==> src/rtl/mouse_pkg.sv <==
// Shared encodings for the PS/2 mouse init/stream controller:
// FSM state values plus the command bytes sent and response bytes expected.
package mouse_pkg;

  typedef enum logic [2:0] {
    IDLE         = 3'd0,
    SEND_RST     = 3'd1,
    WAIT_ACK_RST = 3'd2,
    WAIT_BAT     = 3'd3,
    WAIT_ID      = 3'd4,
    SEND_EN      = 3'd5,
    WAIT_ACK_EN  = 3'd6,
    STREAM       = 3'd7
  } state_t;

  localparam logic [7:0] CMD_RESET  = 8'hFF;
  localparam logic [7:0] CMD_ENABLE = 8'hF4;
  localparam logic [7:0] RSP_ACK    = 8'hFA;
  localparam logic [7:0] RSP_BAT_OK = 8'hAA;
  localparam logic [7:0] RSP_ID     = 8'h00;

endpackage

==> src/rtl/mouse_pkt_asm.sv <==
// Assembles 3-byte PS/2 stream packets into movement/button outputs.
// Optional build macro MOUSE_OVF_DROP_EN: packets flagging X/Y overflow are
// consumed silently instead of being delivered.
module mouse_pkt_asm (
  input  logic       clk,
  input  logic       reset,
  input  logic       clr,
  input  logic       en,
  input  logic       rx_done,
  input  logic [7:0] rx_data,
  output logic [8:0] xm,
  output logic [8:0] ym,
  output logic [2:0] button,
  output logic       mouse_done
);

  logic [1:0] cnt;
  logic [7:0] b0, b1;
  logic       deliver;

`ifdef MOUSE_OVF_DROP_EN
  assign deliver = ~(b0[6] | b0[7]);
`else
  assign deliver = 1'b1;
`endif

  // Byte counter with resync on byte 0 (bit3 must be set), registered outputs
  always_ff @(posedge clk) begin
    if (!reset) begin
      cnt        <= 2'd0;
      b0         <= 8'h00;
      b1         <= 8'h00;
      xm         <= 9'd0;
      ym         <= 9'd0;
      button     <= 3'd0;
      mouse_done <= 1'b0;
    end else begin
      mouse_done <= 1'b0;
      if (clr) begin
        cnt <= 2'd0;
      end else if (en && rx_done) begin
        case (cnt)
          2'd0: if (rx_data[3]) begin
            b0  <= rx_data;
            cnt <= 2'd1;
          end
          2'd1: begin
            b1  <= rx_data;
            cnt <= 2'd2;
          end
          default: begin
            cnt <= 2'd0;
            if (deliver) begin
              xm         <= {b0[4], b1};
              ym         <= {b0[5], rx_data};
              button     <= b0[2:0];
              mouse_done <= 1'b1;
            end
          end
        endcase
      end
    end
  end

endmodule

==> src/rtl/mouse_seq_ctrl.sv <==
// PS/2 mouse init sequencer (reset, BAT, ID, enable) with timeout/retry,
// followed by stream-mode packet assembly.
// Optional build macro MOUSE_OVF_DROP_EN (applied inside mouse_pkt_asm).
module mouse_seq_ctrl
  import mouse_pkg::*;
#(
  parameter int TIMEOUT_CYC = 2000000,
  parameter int MAX_RETRY   = 3
) (
  input  logic       clk,
  input  logic       reset,
  input  logic       start_init,
  output logic       tx_start,
  output logic [7:0] tx_data,
  input  logic       tx_done,
  input  logic       rx_done,
  input  logic [7:0] rx_data,
  output logic [8:0] xm,
  output logic [8:0] ym,
  output logic [2:0] button,
  output logic       mouse_done,
  output logic       init_ok,
  output logic       init_err,
  output logic [2:0] state_reg
);

  localparam int TW = (TIMEOUT_CYC > 1) ? $clog2(TIMEOUT_CYC) : 1;
  localparam int RW = $clog2(MAX_RETRY + 1);

  state_t        state, next;
  logic          enter, fail, first, counting, tmo;
  logic [TW-1:0] tmr;
  logic [RW-1:0] retry;

  assign counting  = (state != IDLE) && (state != STREAM);
  assign tmo       = counting && (tmr == TW'(TIMEOUT_CYC - 1));
  assign tx_start  = first && ((state == SEND_RST) || (state == SEND_EN));
  assign state_reg = state;

  // Command byte is a pure function of the SEND state, so it holds until exit
  always_comb begin
    tx_data = 8'h00;
    if (state == SEND_RST) tx_data = CMD_RESET;
    else if (state == SEND_EN) tx_data = CMD_ENABLE;
  end

  // Next-state logic; enter flags any (re)entry, including SEND_RST -> SEND_RST
  always_comb begin
    next  = state;
    enter = 1'b0;
    fail  = 1'b0;
    if (start_init) begin
      next  = SEND_RST;
      enter = 1'b1;
    end else begin
      case (state)
        SEND_RST:     if (tx_done) next = WAIT_ACK_RST; else if (tmo) fail = 1'b1;
        SEND_EN:      if (tx_done) next = WAIT_ACK_EN;  else if (tmo) fail = 1'b1;
        WAIT_ACK_RST: if (rx_done) begin
                        if (rx_data == RSP_ACK) next = WAIT_BAT; else fail = 1'b1;
                      end else if (tmo) fail = 1'b1;
        WAIT_BAT:     if (rx_done) begin
                        if (rx_data == RSP_BAT_OK) next = WAIT_ID; else fail = 1'b1;
                      end else if (tmo) fail = 1'b1;
        WAIT_ID:      if (rx_done) begin
                        if (rx_data == RSP_ID) next = SEND_EN; else fail = 1'b1;
                      end else if (tmo) fail = 1'b1;
        WAIT_ACK_EN:  if (rx_done) begin
                        if (rx_data == RSP_ACK) next = STREAM; else fail = 1'b1;
                      end else if (tmo) fail = 1'b1;
        default: ;
      endcase
      if (fail) next = ((int'(retry) + 1) < MAX_RETRY) ? SEND_RST : IDLE;
      if (fail || (next != state)) enter = 1'b1;
    end
  end

  // State, first-cycle flag, timeout timer, retry count and sticky status
  always_ff @(posedge clk) begin
    if (!reset) begin
      state    <= IDLE;
      first    <= 1'b0;
      tmr      <= '0;
      retry    <= '0;
      init_ok  <= 1'b0;
      init_err <= 1'b0;
    end else begin
      state <= next;
      first <= enter;
      if (enter)         tmr <= '0;
      else if (counting) tmr <= tmr + 1'b1;
      if (start_init) begin
        retry    <= '0;
        init_ok  <= 1'b0;
        init_err <= 1'b0;
      end else begin
        if (fail) begin
          retry <= retry + 1'b1;
          if (next == IDLE) init_err <= 1'b1;
        end
        if (enter && (next == STREAM)) init_ok <= 1'b1;
      end
    end
  end

  mouse_pkt_asm u_pkt (
    .clk        (clk),
    .reset      (reset),
    .clr        (start_init),
    .en         (state == STREAM),
    .rx_done    (rx_done),
    .rx_data    (rx_data),
    .xm         (xm),
    .ym         (ym),
    .button     (button),
    .mouse_done (mouse_done)
  );

endmodule

==> config.mk <==
export PLATFORM = sky130hd
export DESIGN_NAME = mouse_seq_ctrl
export DESIGN_NICKNAME = d
export VERILOG_FILES = /design/src/rtl/mouse_pkg.sv /design/src/rtl/mouse_pkt_asm.sv /design/src/rtl/mouse_seq_ctrl.sv
export SDC_FILE = /design/constraint.sdc
export NUM_CORES = 1
export LEC_CHECK = 0
export ABC_AREA = 1
export CAP_MARGIN = 20
export CORE_UTILIZATION = 50
export CTS_BUF_LIST = sky130_fd_sc_hd__clkbuf_4
export CTS_CLUSTER_DIAMETER = 60
export DETAILED_ROUTE_END_ITERATION = 8
export GPL_TIMING_DRIVEN = 0
export PLACE_DENSITY_LB_ADDON = 0.08
export SLEW_MARGIN = 20
export SYNTH_ARGS = -nofsm -noshare
export SYNTH_HDL_FRONTEND = slang
export SYNTH_SLANG_ARGS = --single-unit
==> constraint.sdc <==
create_clock -name clk -period 1.7 [get_ports clk]
set_input_delay 0.17 -clock clk [delete_from_list [all_inputs] [get_ports clk]]
set_output_delay 0.17 -clock clk [all_outputs]
set_load 0.05 [all_outputs]
==> results of run 1 <==
[worst max-delay path: stages (launching register included)]
cell and delay, ns:
dfxtp_2 0.38, nand2_2 0.07, nor2_2 0.13, nand2_1 0.10
nor2_4 0.14, nand2_2 0.08, a21oi_4 0.18, nand2_4 0.10
nand2_4 0.08, nand2_4 0.06, nand2_4 0.07, nand4_4 0.16
buf_8 0.19, nor3_4 0.11
[final timing paths]
kind / to / startpoint / cells past startpoint
hold / removal: u_pkt.b1[1]$_SDFFE_PN0P_ / rx_data[1] / 3
hold reg to reg: init_ok$_SDFFE_PP0P_ / init_ok$_SDFFE_PP0P_ / 2
setup reg to reg: tmr[15]$_SDFFE_PP0P_ / tmr[4]$_SDFFE_PP0P_ / 13
setup / recovery: tmr[15]$_SDFFE_PP0P_ / tmr[4]$_SDFFE_PP0P_ / 13
[synthesized netlist by cell type, drive strengths merged]
library cell	n	area [um^2]
xor2	15	131
buf	11	81.3
or3	1	6.26
nor3	14	108
or2	1	8.76
nor2	94	440
ha	3	37.5
clkbuf	4	15.0
o31ai	1	7.51
nand3	22	115
nand2	52	236
a311oi	1	8.76
dfxtp	66	1320
o21bai	1	7.51
inv	52	200
xnor2	2	17.5
nand4	6	43.8
o21ai	35	175
a211oi	5	37.5
a21oi	21	116
nor4	2	12.5
[what timing repair did]
action                                  CTS  global route
gates cloned                              1             0
setup buffers                            12            21
hold buffers                              0             0
endpoints found under the hold margin     0             0
endpoints found under the setup margin   91            64
gates resized for setup                 119            76
pin swaps                                16            26
[placed cells by master (no fill, tap or decap), drive strengths merged]
master	netlist	final
ha	3	3
nor3	14	14
buf	11	53
o21ai	35	35
a21oi	21	21
clkinv	0	3
a311oi	1	1
dlygate4sd2	0	28
clkinvlp	0	2
o31ai	1	1
nor2	94	94
or2	1	1
nand3	22	22
nand2	52	52
clkbuf	4	15
or3	1	1
a211oi	5	5
inv	52	53
dlymetal6s2s	0	1
nor4	2	2
xnor2	2	2
dfxtp	66	66
o21bai	1	1
nand4	6	6
clkdlybuf4s50	0	10
xor2	15	15
[cell families (layout without fill, tap and decap cells)]
kind of cell,Yosys count,in the layout,share of synthesized area
and+or+nand+nor,192,192,0.310
buffers and inverters,67,165,0.0948
DFF,66,66,0.422
AOI/OAI and AO/OA,64,64,0.113
xor gates and xnor gates,17,17,0.0476
adders and majority gates,3,3,0.0120
[power by group]
part / internal (W) / total [W] / switching [W]
clock network: 0.000316 / 0.000924 / 0.000608
logic: 0.000157 / 0.000401 / 0.000244
registers: 0.00155 / 0.00156 / 0.0000110
total: 0.00202 / 0.00288 / 0.000862
[metrics by stage]
stage	setup WS (ns)	utilization	total power (W)	std cells	cell area (um^2)
CTS	-0.222	0.677	0.00282	561	4060
floorplan	-0.242	-	0.00179	409	3160
global placement	-0.606	0.623	0.00190	532	3730
detailed placement	-0.649	0.623	0.00190	532	3730
finish	-0.226	0.742	0.00288	582	4450
global route	-0.308	0.742	0.00298	582	4450
[final cells by class]
| cell class | count | share of cell area |
|---|---|---|
| Timing Repair Buffer | 82 | 0.172 |
| Sequential cell | 66 | 0.305 |
| Inverter | 52 | 0.0473 |
| Tap cell | 75 | 0.0211 |
| Clock inverter | 6 | 0.00928 |
| Clock buffer | 10 | 0.0169 |
| Multi-Input combinational cell | 276 | 0.399 |
| Buffer | 15 | 0.0284 |
[layer usage]
| layer | vias to the layer above | wire length, um | GRT usage |
|---|---|---|---|
| met3 | 21 | 292 | 0.0404 |
| li1 | 1495 | - | - |
| met4 | 0 | 179 | 0.120 |
| met5 | - | 0 | 0 |
| met1 | 1400 | 3600 | 0.301 |
| met2 | 61 | 3980 | 0.403 |
==> results.txt, run 1 <==
Status: finished, violations left
Failing checks: negative setup slack
Most flops, register: tmr
Final hold vios: 0
Total Routing Usage GR: 0.242
Clk sinks: 66
WP data arrival: 2.29 ns
Drt wl/cell: 13.8 um
Area Overhead vs Synth: 42.2%
PortBufs: 48
Fmax: 0.519 GHz
Initial antenna violation count: 0
Final wirelength: 8050 um
Max FFs per register: 21
Total nets after synthesis: 425
Die H: 81.1 um
Final Skew: 0.0157 ns
Fin crit share: 1.13
Fillers: 427
Avg Vias per Cell: 5.12
First-pass GRT wire length: 12000 um
H-Tree Depth: 3
DRC viols: 0
Multi-input logic area: 1780 um^2
Pwr Density: 648 nW/um^2
Post-synthesis area per instance: 7.65 um^2
Initial core utilization: 0.522
Max-slew violations: 0
Gp weighted congestion: 0.873
Leak Pwr: 1.94 nW
Hold Crit Class: in2reg
Critical path peak fanout: 5
Hold WS: 0.151 ns
CTS clk-pin slew, worst paths: 0.12 ns
Setup TNS Final: -5.29 ns
Routed Antenna Nets: 0
Worst rel slew slack: 0.614
DR iter-0 viols: 131
Top flop regs: tmr (21), u_pkt.xm (9), u_pkt.ym (9)
CORE AREA: 5990 um^2
Post-synthesis cell area: 3130 um^2
Clk buf depth: 2
Std cell rows: 28
Dpl hpwl: 5030 um
Largest net degree at the start of global routing: 13
Vias in the first global route: 2632
Kind of critical path: reg2reg
Finish-stage setup viols: 37
Critical Path Start Type: flop
Max Cap Viol: 0
Num CTS Buffers: 9
RSZ-0062 raised after global routing: yes
Sequential cell area: 1360 um^2
Seq/Total Area, Yosys: 0.422
Worst-margin pin slew: 0.580 ns
Ant. Diodes: 0
Final nets: 518
Share of cells above drive strength 1: 0.365
Worst VDD drop: 0.462 mV
Register-to-Register Setup Slack: -0.23 ns
GR Overflow Total: 0
Critical Path End Type: flop
Crit path required time: 2.06 ns
DRT Pass-1 Iters: 5
Worst skew pair latency: 0.43 ns
Die footprint: 6580 um^2
Die width: 81.1 um
Number of synthesized register bits: 66
Yosys cell types: 36
Cells after synthesis: 409
Total number of yosys warnings: 0
Root buffer cell: clkbuf_4
Tmin final: 1.93 ns
Worst Slack Setup Final: -0.226 ns
Via count: 2977
I/O pins: 49
CTS tree: yes
Power figures use the tool's default switching activity.
==> run 2, diff against run 1 <==
CAP_MARGIN = unset   (was 20)
GPL_TIMING_DRIVEN = unset   (was 0)
==> results.txt, run 2 (synthesized netlist as in run 1, its figures left out) <==
Tmin final: 2.25 ns (+0.323 ns)
Max FFs per register: 21 (unchanged)
H-Tree Depth: 3 (unchanged)
Crit path cell chain: nand2_1 -> nor2_1 -> nand2_1 -> nor2_4 -> nand3_1 -> nand3_2 -> nand3_2 -> nand2_4 -> buf_4 -> buf_6 -> nor2_4 -> nor2_1 -> nand2_1 -> a21oi_1
Worst skew pair latency: 0.43 ns (about the same)
Die H: 81.1 um (unchanged)
Status: finished, violations left
I/O pins: 49 (unchanged)
Finish-stage setup viols: 50 (+35%)
Ant. Diodes: 0 (unchanged)
Clk buf depth: 2 (unchanged)
Final instance area: 5130 um^2 (+15%)
Worst-margin pin slew: 0.495 ns (-0.0852 ns)
Final nets: 572 (+10%)
Via count: 3379 (+14%)
Avg Vias per Cell: 5.31 (+3.9%)
Root buffer cell: clkbuf_4
Most common cell after layout, fill and taps aside: buf_4
Most frequent cells in the layout: buf_4 (83), dfxtp_1 (57), nor2_1 (52), inv_1 (40), nand2_1 (40)
Critical Path End Type: flop
Area Overhead vs Synth: 64.1%
Worst Slack Setup Final: -0.550 ns (-0.323 ns)
CP Depth: 14 (+1)
Worst R2R Path Depth: 14 (+1)
Pwr Density: 640 nW/um^2 (-1.3%)
# hold bufs at CTS: 0 (unchanged)
GR Overflow Total: 0 (unchanged)
Most flops, register: tmr
DRT Pass-1 Iters: 5 (unchanged)
Fin crit share: 1.32 (+0.190)
Share of cells above drive strength 1: 0.428 (+0.0629)
Area after DPL: 4290 um^2 (+15%)
Max-slew violations: 0 (unchanged)
Crit path required time: 2.04 ns (-0.02 ns)
CP max-delay cell: dfxtp_1
Vias in the first global route: 3164 (+20%)
CTS clk-pin slew, worst paths: 0.12 ns (about the same)
DRC viols: 0 (unchanged)
Critical Path Start Type: flop
PortBufs: 48 (unchanged)
WP data arrival: 2.59 ns (+0.30 ns)
Final Util: 0.857 (+0.114)
Std cell rows: 28 (unchanged)
Worst rel slew slack: 0.667 (+0.0537)
Initial core utilization: 0.522 (unchanged)
Hold depth: 3 (unchanged)
First-pass GRT wire length: 14100 um (+18%)
Worst VDD drop: 0.813 mV (+76%)
Kind of critical path: reg2reg
Num CTS Buffers: 9 (unchanged)
Failing checks: negative setup slack
CTS tree: yes
DR iter-0 viols: 203 (+55%)
Initial antenna violation count: 0 (unchanged)
Drt wl/cell: 16.9 um (+23%)
Dominant delay contributor by cell family on the critical path: simple AND/OR/NAND/NOR gates
Die width: 81.1 um (unchanged)
Clk sinks: 66 (unchanged)
Cell mode on critical path: nand2_1
Routed Antenna Nets: 0 (unchanged)
Total Routing Usage GR: 0.286 (+0.0437)
Hold WS: 0.154 ns (+0.00299 ns)
Dpl hpwl: 5610 um (+12%)
Fmax: 0.444 GHz (-14%)
Gp weighted congestion: 0.858 (-1.7%)
Hold Crit Class: in2reg
Leak Pwr: 2.26 nW (+16%)
Final Skew: 0.0151 ns (-0.000589 ns)
Top flop regs: tmr (21), u_pkt.xm (9), u_pkt.ym (9)
Critical path peak fanout: 2 (-3)
Final hold vios: 0 (unchanged)
Max Cap Viol: 0 (unchanged)
Crit path largest cell delay: 0.36 ns (-0.02 ns)
Die footprint: 6580 um^2 (unchanged)
Largest net degree at the start of global routing: 30 (+17)
CORE AREA: 5990 um^2 (unchanged)
Worst path buffer plus inverter count: 2 (+1)
RSZ-0062 raised after global routing: yes
Final wirelength: 10800 um (+34%)
run 2: changes by cell type in the layout (fill, tap and decap cells not counted), sizes merged:
cell,before,now
clkinvlp,2,1
clkinv,3,4
bufinv,0,2
clkbuf,15,11
buf,53,113
inv,53,52
clkdlybuf4s50,10,11
dlygate4sd2,28,24
run 2: repair_timing:
action | 4_1_cts | 5_1_grt
pin swaps | 16 | 35
buffers inserted | 12 | 19
setup endpoints to repair | 57 | 64
cloned | 2 | 2
gates resized for setup | 61 | 90
run 2: worst paths after layout:
check | from | end | slack, ns
setup / recovery | tmr[6]$_SDFFE_PP0P_ | init_ok$_SDFFE_PP0P_ | -0.55
hold / removal | rx_data[3] | u_pkt.ym[3]$_SDFFE_PN0P_ | 0.15
setup reg to reg | tmr[6]$_SDFFE_PP0P_ | init_ok$_SDFFE_PP0P_ | -0.55
hold reg to reg | init_err$_SDFFE_PP0P_ | init_err$_SDFFE_PP0P_ | 0.48
run 2: final cells by class:
cell class | instances | area [um^2]
multi-input combinational | 276 | 1850
tap | 75 | 93.8
fill | 333 | 858
timing repair buffer | 151 | 1470
clock buffer | 9 | 67.6
sequential | 66 | 1340
clock inverter | 7 | 93.8
inverter | 52 | 218
run 2: tightest hold or removal path, stage by stage:
cell and delay [ns]:
dlymetal6s2s_1 0.21, nor2_2 0.13, nor2_1 0.04
run 2: stage by stage:
stage | TNS, ns | cells | setup WS, ns | total power (W)
final | -10.63 | 636 | -0.550 | 0.00328
after global routing | -14.51 | 636 | -0.578 | 0.00337
after CTS | -8.15 | 619 | -0.370 | 0.00324
after detailed placement | -14.47 | 590 | -0.521 | 0.00197
after global placement | -12.57 | 590 | -0.451 | 0.00197
after floorplan | -5.71 | 409 | -0.242 | 0.00179
run 2: where the power goes:
part           leakage, nW  switching (W)  internal, W
registers            0.537     0.00000829      0.00155
logic                 1.64       0.000278     0.000221
clock network       0.0835       0.000633     0.000593
total                 2.26       0.000920      0.00236
run 2: per-layer routing:
layer  routed length (um)  part of all wire  vias up  track usage
met5                    0                 0        -            0
met4                  471             0.044        0        0.145
met3                  595             0.055       46       0.0843
met2                 5470              0.51      141        0.482
met1                 4230              0.39     1589        0.326
li1                     -                 -     1603            -
==> run 3, diff against run 2 <==
==> constraint.sdc (replaced) <==
create_clock -name clk -period 1.7 [get_ports clk]
set_input_delay 0.255 -clock clk [delete_from_list [all_inputs] [get_ports clk]]
set_output_delay 0.255 -clock clk [all_outputs]
set_load 0.05 [all_outputs]
==> results.txt, run 3 (synthesized netlist as in run 1, its figures left out) <==
Max-slew violations: 0 (unchanged)
Die width: 81.1 um (unchanged)
Critical path peak fanout: 9 (+7)
Initial antenna violation count: 0 (unchanged)
Via count: 3292 (-2.6%)
Worst VDD drop: 0.585 mV (-28%)
Hold WS: 0.278 ns (+0.124 ns)
Final wirelength: 9680 um (-10%)
Die footprint: 6580 um^2 (unchanged)
Clk sinks: 66 (unchanged)
Root buffer cell: clkbuf_4
Crit path required time: 2.08 ns (+0.04 ns)
CORE AREA: 5990 um^2 (unchanged)
Final instance area: 5050 um^2 (-1.6%)
Final hold vios: 0 (unchanged)
RR Startpoint: tmr[1]$_SDFFE_PP0P_
Hold endpoint: u_pkt.b1[4]$_SDFFE_PN0P_
# hold bufs at CTS: 0 (unchanged)
Leak Pwr: 2.17 nW (-4.0%)
Largest net degree at the start of global routing: 28 (-6.7%)
Worst rel slew slack: 0.737 (+0.0700)
Hold Crit Class: in2reg
GR peak layer: met2
Ant. Diodes: 0 (unchanged)
Area after DPL: 4290 um^2 (+0.12%)
Failing checks: negative setup slack
Dpl hpwl: 5720 um (+2.0%)
Final Util: 0.843 (-0.0140)
Status: finished, violations left
Most common cell after layout, fill and taps aside: buf_4
Avg Vias per Cell: 5.22 (-1.8%)
Num CTS Buffers: 9 (unchanged)
CP max-delay cell: dfxtp_2
CTS clk-pin slew, worst paths: 0.12 ns (about the same)
DRC viols: 0 (unchanged)
Std cell rows: 28 (unchanged)
Finish-stage setup viols: 41 (-18%)
I/O pins: 49 (unchanged)
Pwr Density: 649 nW/um^2 (+1.4%)
Final nets: 567 (-0.87%)
Dpl ws: -0.540 ns (-0.0195 ns)
GR Util met3: 0.0573 (-0.0270)
Clk buf depth: 2 (unchanged)
Routed Antenna Nets: 0 (unchanged)
Share of cells above drive strength 1: 0.466 (+0.0380)
Worst-margin pin slew: 0.393 ns (-0.101 ns)
Worst R2R Path Depth: 14 (unchanged)
Cell mode on critical path: nand2_4
Kind of critical path: reg2reg
WP data arrival: 2.41 ns (-0.18 ns)
Tmin final: 2.03 ns (-0.223 ns)
Crit path cell chain: ha_4 -> inv_4 -> nor2_4 -> nand2_2 -> nor2_4 -> nand2_2 -> a21oi_4 -> nand2_4 -> nand2_4 -> nand2_4 -> nand2_4 -> nand4_4 -> clkbuf_16 -> nor2_2
Drt wl/cell: 15.3 um (-9.4%)
Fmax: 0.493 GHz (+11%)
Most flops, register: tmr
Register-to-Register Setup Slack: -0.33 ns (+0.22 ns)
GR Util met1: 0.302 (-0.0249)
R2r endpoint: tmr[16]$_SDFFE_PP0P_
Max FFs per register: 21 (unchanged)
Critical Path Start Type: flop
Fin crit share: 1.19 (-0.131)
Worst Slack Setup Final: -0.327 ns (+0.223 ns)
Crit path largest cell delay: 0.38 ns (+0.02 ns)
Worst skew pair latency: 0.43 ns (about the same)
Area Overhead vs Synth: 61.4%
Initial core utilization: 0.522 (unchanged)
Max Cap Viol: 0 (unchanged)
Hold_sp: rx_data[4]
GR Overflow Total: 0 (unchanged)
Pwr Total: 0.00327 W (-0.25%)
First-pass GRT wire length: 13000 um (-7.7%)
Final Skew: 0.00958 ns (-0.00548 ns)
DRT Pass-1 Iters: 4 (-1)
PortBufs: 48 (unchanged)
Hold depth: 3 (unchanged)
H-Tree Depth: 3 (unchanged)
M2 GR Usage: 0.460 (-0.0218)
Critical Path End Type: flop
Total Routing Usage GR: 0.264 (-0.0213)
Die H: 81.1 um (unchanged)
Most frequent cells in the layout: buf_4 (107), dfxtp_1 (59), nor2_1 (56), inv_1 (43), nand2_1 (40)
RSZ-0062 raised after global routing: yes
Top flop regs: tmr (21), u_pkt.xm (9), u_pkt.ym (9)
DR iter-0 viols: 130 (-36%)
Gp weighted congestion: 0.867 (+0.98%)
CTS tree: yes
Vias in the first global route: 2977 (-5.9%)
run 3: metal layers:
metal  wire [um]  vias up
met3         403       32
met2        5060       92
met1        3920     1569
met5           0        -
li1            -     1599
met4         300        0
run 3: worst max path at each step:
stage | from | to | slack (ns)
after floorplan | state_reg[0]$_SDFF_PN0_ | tmr[15]$_SDFFE_PP0P_ | -0.27
after global placement | rx_data[3] | tmr[15]$_SDFFE_PP0P_ | -0.45
after detailed placement | rx_data[3] | tmr[15]$_SDFFE_PP0P_ | -0.54
after CTS | tmr[0]$_SDFFE_PP0P_ | tmr[15]$_SDFFE_PP0P_ | -0.25
after global routing | tmr[3]$_SDFFE_PP0P_ | tmr[3]$_SDFFE_PP0P_ | -0.40
final | tmr[1]$_SDFFE_PP0P_ | tmr[16]$_SDFFE_PP0P_ | -0.33
run 3: critical path, delay by kind of cell (launching register included):
kind	cells	cell delay [ns]
buf+inv	2	0.29
fa+ha+maj	1	0.15
compound gates	1	0.17
flops	1	0.38
simple gates	10	0.97
run 3: area by class of cell:
type	instances	area, um^2
clock buffer	9	67.6
clock inverter	7	91.3
fill	339	942
inverter	52	215
multi-input combinational	276	1850
sequential	66	1340
tap	75	93.8
timing repair buffer	146	1400
run 3: through the flow:
stage                     setup TNS (ns)  cells
after CTS                          -5.75    619
after floorplan                    -6.25    409
after global placement            -15.07    598
final                              -8.45    631
after global routing              -12.95    631
after detailed placement          -18.33    598
run 3: timing repair:
| item | in CTS | in global routing |
|---|---|---|
| resized for setup | 22 | 96 |
| buffers inserted | 4 | 9 |
| pin swaps | 5 | 39 |
| endpoints found under the setup margin | 36 | 56 |
| gates cloned | 1 | 4 |
run 3: power breakdown:
group	leakage [nW]	internal, W	switching, W
registers	0.536	0.00155	0.00000771
logic	1.55	0.000221	0.000281
clock network	0.0843	0.000594	0.000621
